===== src/rtl/uart_pkg.sv =====
// Shared UART definitions used by the transmitter and the receiver.
//   tx_state_t : transmitter FSM states
//   OVERSAMPLE : s_tick pulses per serial bit (16x oversampling)
package uart_pkg;

  localparam int unsigned OVERSAMPLE = 16;

  typedef enum logic [2:0] {
    IDLE,
    START,
    DATA,
    PARITY,
    STOP
  } tx_state_t;

endpackage


===== src/rtl/uart_tx.sv =====
// UART transmitter: serialises one byte per tx_start into
// start bit, DBIT data bits (LSB first), optional parity bit, stop period.
// Bit timing comes from the shared 16x oversampling enable s_tick.
//
// Configuration macro: UART_TX_PARITY_EN
//   defined   -> one parity bit (even, or odd when PARITY_ODD=1) after the data
//   undefined -> no parity state, no parity register; PARITY_ODD is ignored
//
// Parameters:
//   DBIT       data bits per frame (5..8)
//   SB_TICK    stop period in s_ticks (16/24/32 = 1/1.5/2 stop bits)
//   PARITY_ODD parity sense, 0 = even, 1 = odd
//
// Ports:
//   clk          system clock, rising edge
//   reset        asynchronous, active-high reset
//   s_tick       16x oversampling enable, one clk wide
//   tx_start     request to send din (ignored unless idle)
//   din          byte to send, bits [DBIT-1:0] are used
//   tx           registered serial line, idle high
//   tx_done_tick one-clk pulse in the last cycle of the stop period
//   tx_busy      high whenever the transmitter is not idle
module uart_tx
  import uart_pkg::*;
#(
  parameter int unsigned DBIT       = 8,
  parameter int unsigned SB_TICK    = 16,
  parameter int unsigned PARITY_ODD = 0
) (
  input  logic       clk,
  input  logic       reset,
  input  logic       s_tick,
  input  logic       tx_start,
  input  logic [7:0] din,
  output logic       tx,
  output logic       tx_done_tick,
  output logic       tx_busy
);

  // The tick counter must also reach SB_TICK-1 in the stop period.
  localparam int unsigned S_W = (SB_TICK > OVERSAMPLE) ? $clog2(SB_TICK) : 4;

  localparam logic [S_W-1:0] S_BIT_LAST  = S_W'(OVERSAMPLE - 1);
  localparam logic [S_W-1:0] S_STOP_LAST = S_W'(SB_TICK - 1);
  localparam logic [2:0]     N_LAST      = 3'(DBIT - 1);

  if (DBIT < 5 || DBIT > 8 || SB_TICK < 1 || PARITY_ODD > 1) begin : g_cfg_check
    $error("uart_tx: illegal parameter combination");
  end

  tx_state_t      state, state_next;
  logic [S_W-1:0] s, s_next;
  logic [2:0]     n, n_next;
  logic [7:0]     b, b_next;
  logic           tx_next;

`ifdef UART_TX_PARITY_EN
  logic p, p_next;
`endif

  always_ff @(posedge clk or posedge reset) begin
    if (reset) begin
      state <= IDLE;
      s     <= '0;
      n     <= '0;
      b     <= '0;
      tx    <= 1'b1;
`ifdef UART_TX_PARITY_EN
      p     <= 1'(PARITY_ODD);
`endif
    end else begin
      state <= state_next;
      s     <= s_next;
      n     <= n_next;
      b     <= b_next;
      tx    <= tx_next;
`ifdef UART_TX_PARITY_EN
      p     <= p_next;
`endif
    end
  end

  always_comb begin
    state_next   = state;
    s_next       = s;
    n_next       = n;
    b_next       = b;
    tx_done_tick = 1'b0;
`ifdef UART_TX_PARITY_EN
    p_next       = p;
`endif

    case (state)
      IDLE: begin
        if (tx_start) begin
          state_next = START;
          s_next     = '0;
          b_next     = din;
`ifdef UART_TX_PARITY_EN
          p_next     = 1'(PARITY_ODD);
`endif
        end
      end

      START: begin
        if (s_tick) begin
          if (s == S_BIT_LAST) begin
            s_next     = '0;
            n_next     = '0;
            state_next = DATA;
          end else begin
            s_next = s + 1'b1;
          end
        end
      end

      DATA: begin
        if (s_tick) begin
          if (s == S_BIT_LAST) begin
`ifdef UART_TX_PARITY_EN
            p_next = p ^ b[0];
`endif
            b_next = {1'b0, b[7:1]};
            s_next = '0;
            if (n == N_LAST) begin
`ifdef UART_TX_PARITY_EN
              state_next = PARITY;
`else
              state_next = STOP;
`endif
            end else begin
              n_next = n + 1'b1;
            end
          end else begin
            s_next = s + 1'b1;
          end
        end
      end

`ifdef UART_TX_PARITY_EN
      PARITY: begin
        if (s_tick) begin
          if (s == S_BIT_LAST) begin
            s_next     = '0;
            state_next = STOP;
          end else begin
            s_next = s + 1'b1;
          end
        end
      end
`endif

      STOP: begin
        if (s_tick) begin
          if (s == S_STOP_LAST) begin
            tx_done_tick = 1'b1;
            state_next   = IDLE;
          end else begin
            s_next = s + 1'b1;
          end
        end
      end

      default: state_next = IDLE;
    endcase
  end

  // Line level is decoded from the next state so that tx is a flop output
  // and changes on the same edge as the state it belongs to.
  always_comb begin
    tx_next = 1'b1;
    case (state_next)
      START:   tx_next = 1'b0;
      DATA:    tx_next = b_next[0];
`ifdef UART_TX_PARITY_EN
      PARITY:  tx_next = p_next;
`endif
      default: tx_next = 1'b1;
    endcase
  end

  assign tx_busy = (state != IDLE);

endmodule


===== config.mk =====
export PLATFORM = sky130hd
export DESIGN_NAME = uart_tx
export DESIGN_NICKNAME = d
export VERILOG_FILES = /design/src/rtl/uart_pkg.sv /design/src/rtl/uart_tx.sv
export SDC_FILE = /design/constraint.sdc
export NUM_CORES = 1
export LEC_CHECK = 0
export BUFFER_PORTS_ARGS = -buffer_cell sky130_fd_sc_hd__buf_4
export CORE_MARGIN = 5
export CORE_UTILIZATION = 55
export DETAILED_ROUTE_END_ITERATION = 8
export PLACE_DENSITY = 0.89
export SLEW_MARGIN = 20
export SYNTH_ARGS = -nofsm -noshare
export SYNTH_HDL_FRONTEND = slang
export SYNTH_SLANG_ARGS = --single-unit

===== constraint.sdc =====
create_clock -name clk -period 2 [get_ports clk]
set_input_delay 0.2 -clock clk [delete_from_list [all_inputs] [get_ports clk]]
set_output_delay 0.2 -clock clk [all_outputs]
set_load 0.02 [all_outputs]

==> Word level (Yosys, flattened, before mapping) <==
Index checks and enable logic that the tools add are counted.
W data, S select, Z words.
{ "op_classes": {"addsub": 2, "mul": 0, "div": 0, "magnitude_cmp": 0, "n_eq_ne": 16, "shift": 0, "mux": 29, "bitwise_logic": 0, "reduce_logical": 9} }
{ "ops": {"columns": ["operator", "count"], "rows": [
  ["$mux W3", 13],
  ["$mux W8", 3],
  ["$mux W4", 5],
  ["$ne A2 B2 Y1 const B", 8],
  ["$pmux W8 S2", 1],
  ["$pmux W3 S4", 1],
  ["$pmux W4 S3", 1],
  ["$eq A3 B1 Y1 const B", 2],
  ["$eq A3 B2 Y1 const B", 2],
  ["$eq A3 B3 Y1 const B", 2],
  ["$pmux W3 S2", 1],
  ["$reduce_and A6 Y1", 1],
  ["$reduce_bool A3 Y1", 2],
  ["$reduce_and A5 Y1", 1],
  ["$add A4 B1 Y4 const B", 1],
  ["$eq A4 B4 Y1 const B", 1],
  ["$reduce_and A4 Y1", 1],
  ["$reduce_bool A2 Y1", 2],
  ["$add A3 B1 Y3 const B", 1],
  ["$logic_not A3 Y1", 1],
  ["$mux W1", 3],
  ["$ne A2 B1 Y1 const B", 1],
  ["$pmux W1 S2", 1],
  ["$reduce_or A2 Y1", 1]
]} }
{ "word_totals": {"reg_bits": 19, "latchBits": 0, "ram_bits": 0, "rom_bits": 0, "inputBits": 12, "out_inout_bits": 3, "elab_cells": 62, "n_memories": 0} }

==> Depth between registers and ports, before layout <==
{ "logic_depth": {"word_depth": 7, "ltp_mapped": 6, "mapped_depth_nobuf": 6} }

==> Least setup slack after synthesis <==
Ideal clock, no wire load.
{ "synth_timing": {"path_type": "flip-flop to flip-flop", "startpoint": "register n[0]", "endpoint": "register n[0]", "setup_time_ps": 125, "arrival_time_ps": 1552, "required_time_ps": 1875, "setup_slack_ps": 324, "stages_incl_launch_ff": 7, "n_path_buf": 0, "synth_period_minus_slack_ps": 1676, "path_cell_list": "dfrtp_1 -> ha_1 -> ha_1 -> nor3b_1 -> a21oi_1 -> or3_1 -> mux2_2"} }
{ "synth_via": {"elab_chain_len": 5, "word_cells_on_any_way": 8, "cone_classes": "add/sub (1); eq/ne (2); mux (4); reduce/logical (1)"} }
{ "synth_lines": {"columns": ["element", "line", "rtl"], "rows": [
  ["from (decl)", "uart_tx.sv:53", "logic [2:0] n, n_next;"],
  ["from (signal assigned)", "uart_tx.sv:74", "n <= n_next;"],
  ["$add A3 B1 Y3", "uart_tx.sv:132", "n_next = n + 1'b1;"],
  ["$mux W3", "uart_tx.sv:125", "if (n == N_LAST) begin"],
  ["$mux W3", "uart_tx.sv:119", "if (s == S_BIT_LAST) begin"],
  ["$mux W3", "uart_tx.sv:118", "if (s_tick) begin"],
  ["$pmux W3 S2", "uart_tx.sv:93", "case (state)"]
]} }
Parallel ways exist; a longest one is shown, timed or not. The select of a mux whose other input is x is not followed.
A chain may end at the register's enable or synchronous reset.

==> Worst setup path after layout <==
{ "layout_timing": {"startpoint": "register s[0]", "endpoint": "output port tx_done_tick"} }
{ "layout_via": {"elab_chain_len": 4} }
{ "layout_lines": {"columns": ["element", "line", "rtl"], "rows": [
  ["from (decl)", "uart_tx.sv:52", "logic [S_W-1:0] s, s_next;"],
  ["from (signal assigned)", "uart_tx.sv:73", "s <= s_next;"],
  ["$eq A4 B4 Y1", "uart_tx.sv:155", "if (s == S_STOP_LAST) begin"],
  ["$mux W1", "uart_tx.sv:155", null],
  ["$mux W1", "uart_tx.sv:154", "if (s_tick) begin"],
  ["$mux W1", "uart_tx.sv:93", null],
  ["to (decl)", "uart_tx.sv:36", "output logic tx_done_tick,"]
]} }
Every way passes these cells.

==> flow_summary.ini <==
[sta]
rsz0062_at_grt = no
drv_slew = 0
tightest_slew_ns = 0.705
period_minus_slack_ns = 1.82
slew_headroom_pct = 53.0
final-hold-violation-count = 0
finalSetupViolations = 0
tns_ns = 0
post-route-period-util_pct = 91.1
skew_ns = 0.00143
fmax_ghz = 0.549

[synth]
synth-simple-area-share_pct = 27.1
synth_area_leaders = dfrtp_1 43%, nand2_1 6.4%, a22oi_1 4.3%, ha_1 3.6%, dfstp_2 2.5%
yosysSeqAreaShare_pct = 45.4
avgSynthCellArea_um2 = 10.1
ys_warn_count = 0
synth-compound-area-share_pct = 18.6
ys_ff_latch = 19
post-synth-top-area-cell = dfrtp_1
synth_top_cell_area_share_pct = 42.9
synthesis.nets = 119
synthCells = 104
synth-edff-count = 0
netlist_top_cells_count = 18 x dfrtp_1, 18 x nand2_1, 6 x a22oi_1, 5 x inv_1, 5 x nor2_1
synth_top_family_by_area = simple AND/OR/NAND/NOR gates
synth_xor_area_share_pct = 0
synth_cell_types = 39
postSynth.asyncResetShare_pct = 100
synth_area_um2 = 1050
muxShareOfSynthArea_pct = 1.07
ys.flop_type = dfrtp_1
synth_adder_area_share_pct = 3.57

[die]
die_h_um = 53.7
die_area_um2 = 2890
start_util_pct = 59.6
rows = 15
die-width_um = 53.7
ios = 15
design.core.area_um2 = 1760

[placement]
gp_congestion = 0.757
port_buffers = 14
dpl.hpwl_mm = 1.65

[detailed_routing]
viasPerCell = 5.94
wl_per_cell_um = 15.6
first_pass_iters = 4
via_count = 862
drtIter0Drc = 24
drcViolationCount = 0
routed_wl_mm = 2.26
ant_nets = 0

[critical_path]
regToRegStartpoint = n[0]$_DFFE_PP0P_
crit_arrival_ns = 1.62
cp-startpoint = s[0]$_DFFE_PP0P_
r2r_slack_ns = 0.20
crit_type = reg2out
slowest_delay_ns = 0.42
crit_chain = ha_1 > nand4_1 > nor3_1 > buf_4
path_buf_inv = 1
worst-r2r-cell-count = 6
slowest_stage = dfrtp_1
end_kind = primary output
path_max_fanout = 5
cp.required_ns = 1.80
cp_top_family = simple AND/OR/NAND/NOR gates
r2r_end = n[0]$_DFFE_PP0P_
crit_path_start_kind = flop

[clocking]
cts.clk_slew.worst_paths_ns = 0.10
cts-root-buf = clkbuf_4
cts_resized = 0
cts_tree = done
postCtsSetupRepairBufs = 0
clk_path_buf_depth = 2
numCtsBuffers = 3
clock_latency_ns = 0.30
cts_num_sinks = 19
htree_levels = 1
postCtsHoldBufs = 0

[global_route]
met2_usage_pct = 34.1
grt_antenna_before_repair = 0
grt_usage_pct = 19.1
grt_max_degree = 20
grt_pass1_wl_mm = 3.97
grt.busiest_layer = met2
met1_usage_pct = 22.6
grt_use_met3_pct = 3.60
gr-total-overflow = 0
first_global_vias = 866

[outcome]
status = complete, no violations

[hold_path]
hold_path_class = in2async

[job]
maxCapViolCount = 0

[finish]
layout-drive-gt1-share_pct = 21.7
antennaDiodeCount = 0
num-nets-final = 136
layout-area-overhead-vs-synth_pct = 13.7

[power_and_ir_drop]
p_leak_nw = 0.554
power.total_w = 0.00130
vdd_drop_max_mv = 0.645
powerDensity_nw_per_um2 = 1080
[state kept, by name, summed over array words and instances (netlist names)]
| register | cells |
|---|---|
| b | 8 |
| n | 3 |
| s | 4 |
| state | 3 |
| tx | 1 |
[cells in the final DEF, fill, tap and decap left out, types with 2 or more instances in the layout]
cell type	count
inv_1	5
nand2_1	18
nor3_1	3
clkbuf_4	3
ha_1	3
dfrtp_1	18
o21ai_0	3
nand3_1	4
a22o_1	3
and4bb_2	2
buf_4	15
a221o_1	2
nor2_1	5
a22oi_1	6
a21oi_1	2
or3_1	2
nor3b_1	2
or3b_1	2
[power breakdown]
group | internal, W | switching [W]
Clock | 0.0000778 | 0.000115
Combinational | 0.000217 | 0.000234
Sequential | 0.000522 | 0.000129
Total | 0.000817 | 0.000478
[worst max path at each step]
stage                             to  slack, ns  cells after the start
floorplan           n[0]$_DFFE_PP0P_       0.32                      6
global placement    n[0]$_DFFE_PP0P_       0.29                      6
detailed placement  n[0]$_DFFE_PP0P_       0.22                      6
CTS                     tx_done_tick       0.17                      4
global route            tx_done_tick       0.07                      4
finish                  tx_done_tick       0.18                      4
[stage by stage]
stage / area [µm²] / std cells / hold WS (ns) / setup slack [ns] / utilization [%]
finish: 1190 / 145 / 0.00429 / 0.178 / 67.7
detailed placement: 1170 / 141 / 0.361 / 0.218 / 66.2
global route: 1190 / 145 / 0.0778 / 0.0709 / 67.7
floorplan: 1050 / 104 / 0.150 / 0.324 / -
global placement: 1170 / 141 / 0.357 / 0.286 / 66.2
CTS: 1190 / 145 / 0.0400 / 0.167 / 67.7
[cell families (layout without fill, tap and decap cells)]
group                      count (synthesis)  in the layout
AOI/OAI and AO/OA                         25             25
adders and majority gates                  3              3
buffers and inverters                      8             24
DFF                                       19             19
muxes                                      1              1
and+or+nand+nor                           48             48
[metal layers]
layer / vias to the layer above / share of wire (%)
li1: 412 / -
met1: 424 / 45
met2: 21 / 50
met3: 5 / 3.6
met4: 0 / 1.3
met5: - / 0
[area by class of cell]
cell class,count,area [µm²]
inverter,5,18.8
tap,25,31.3
timing repair buffer,15,113
sequential,19,477
clock buffer,4,26.3
multi-input combinational,77,529
fill,150,569
Power figures use the tool's default switching activity.
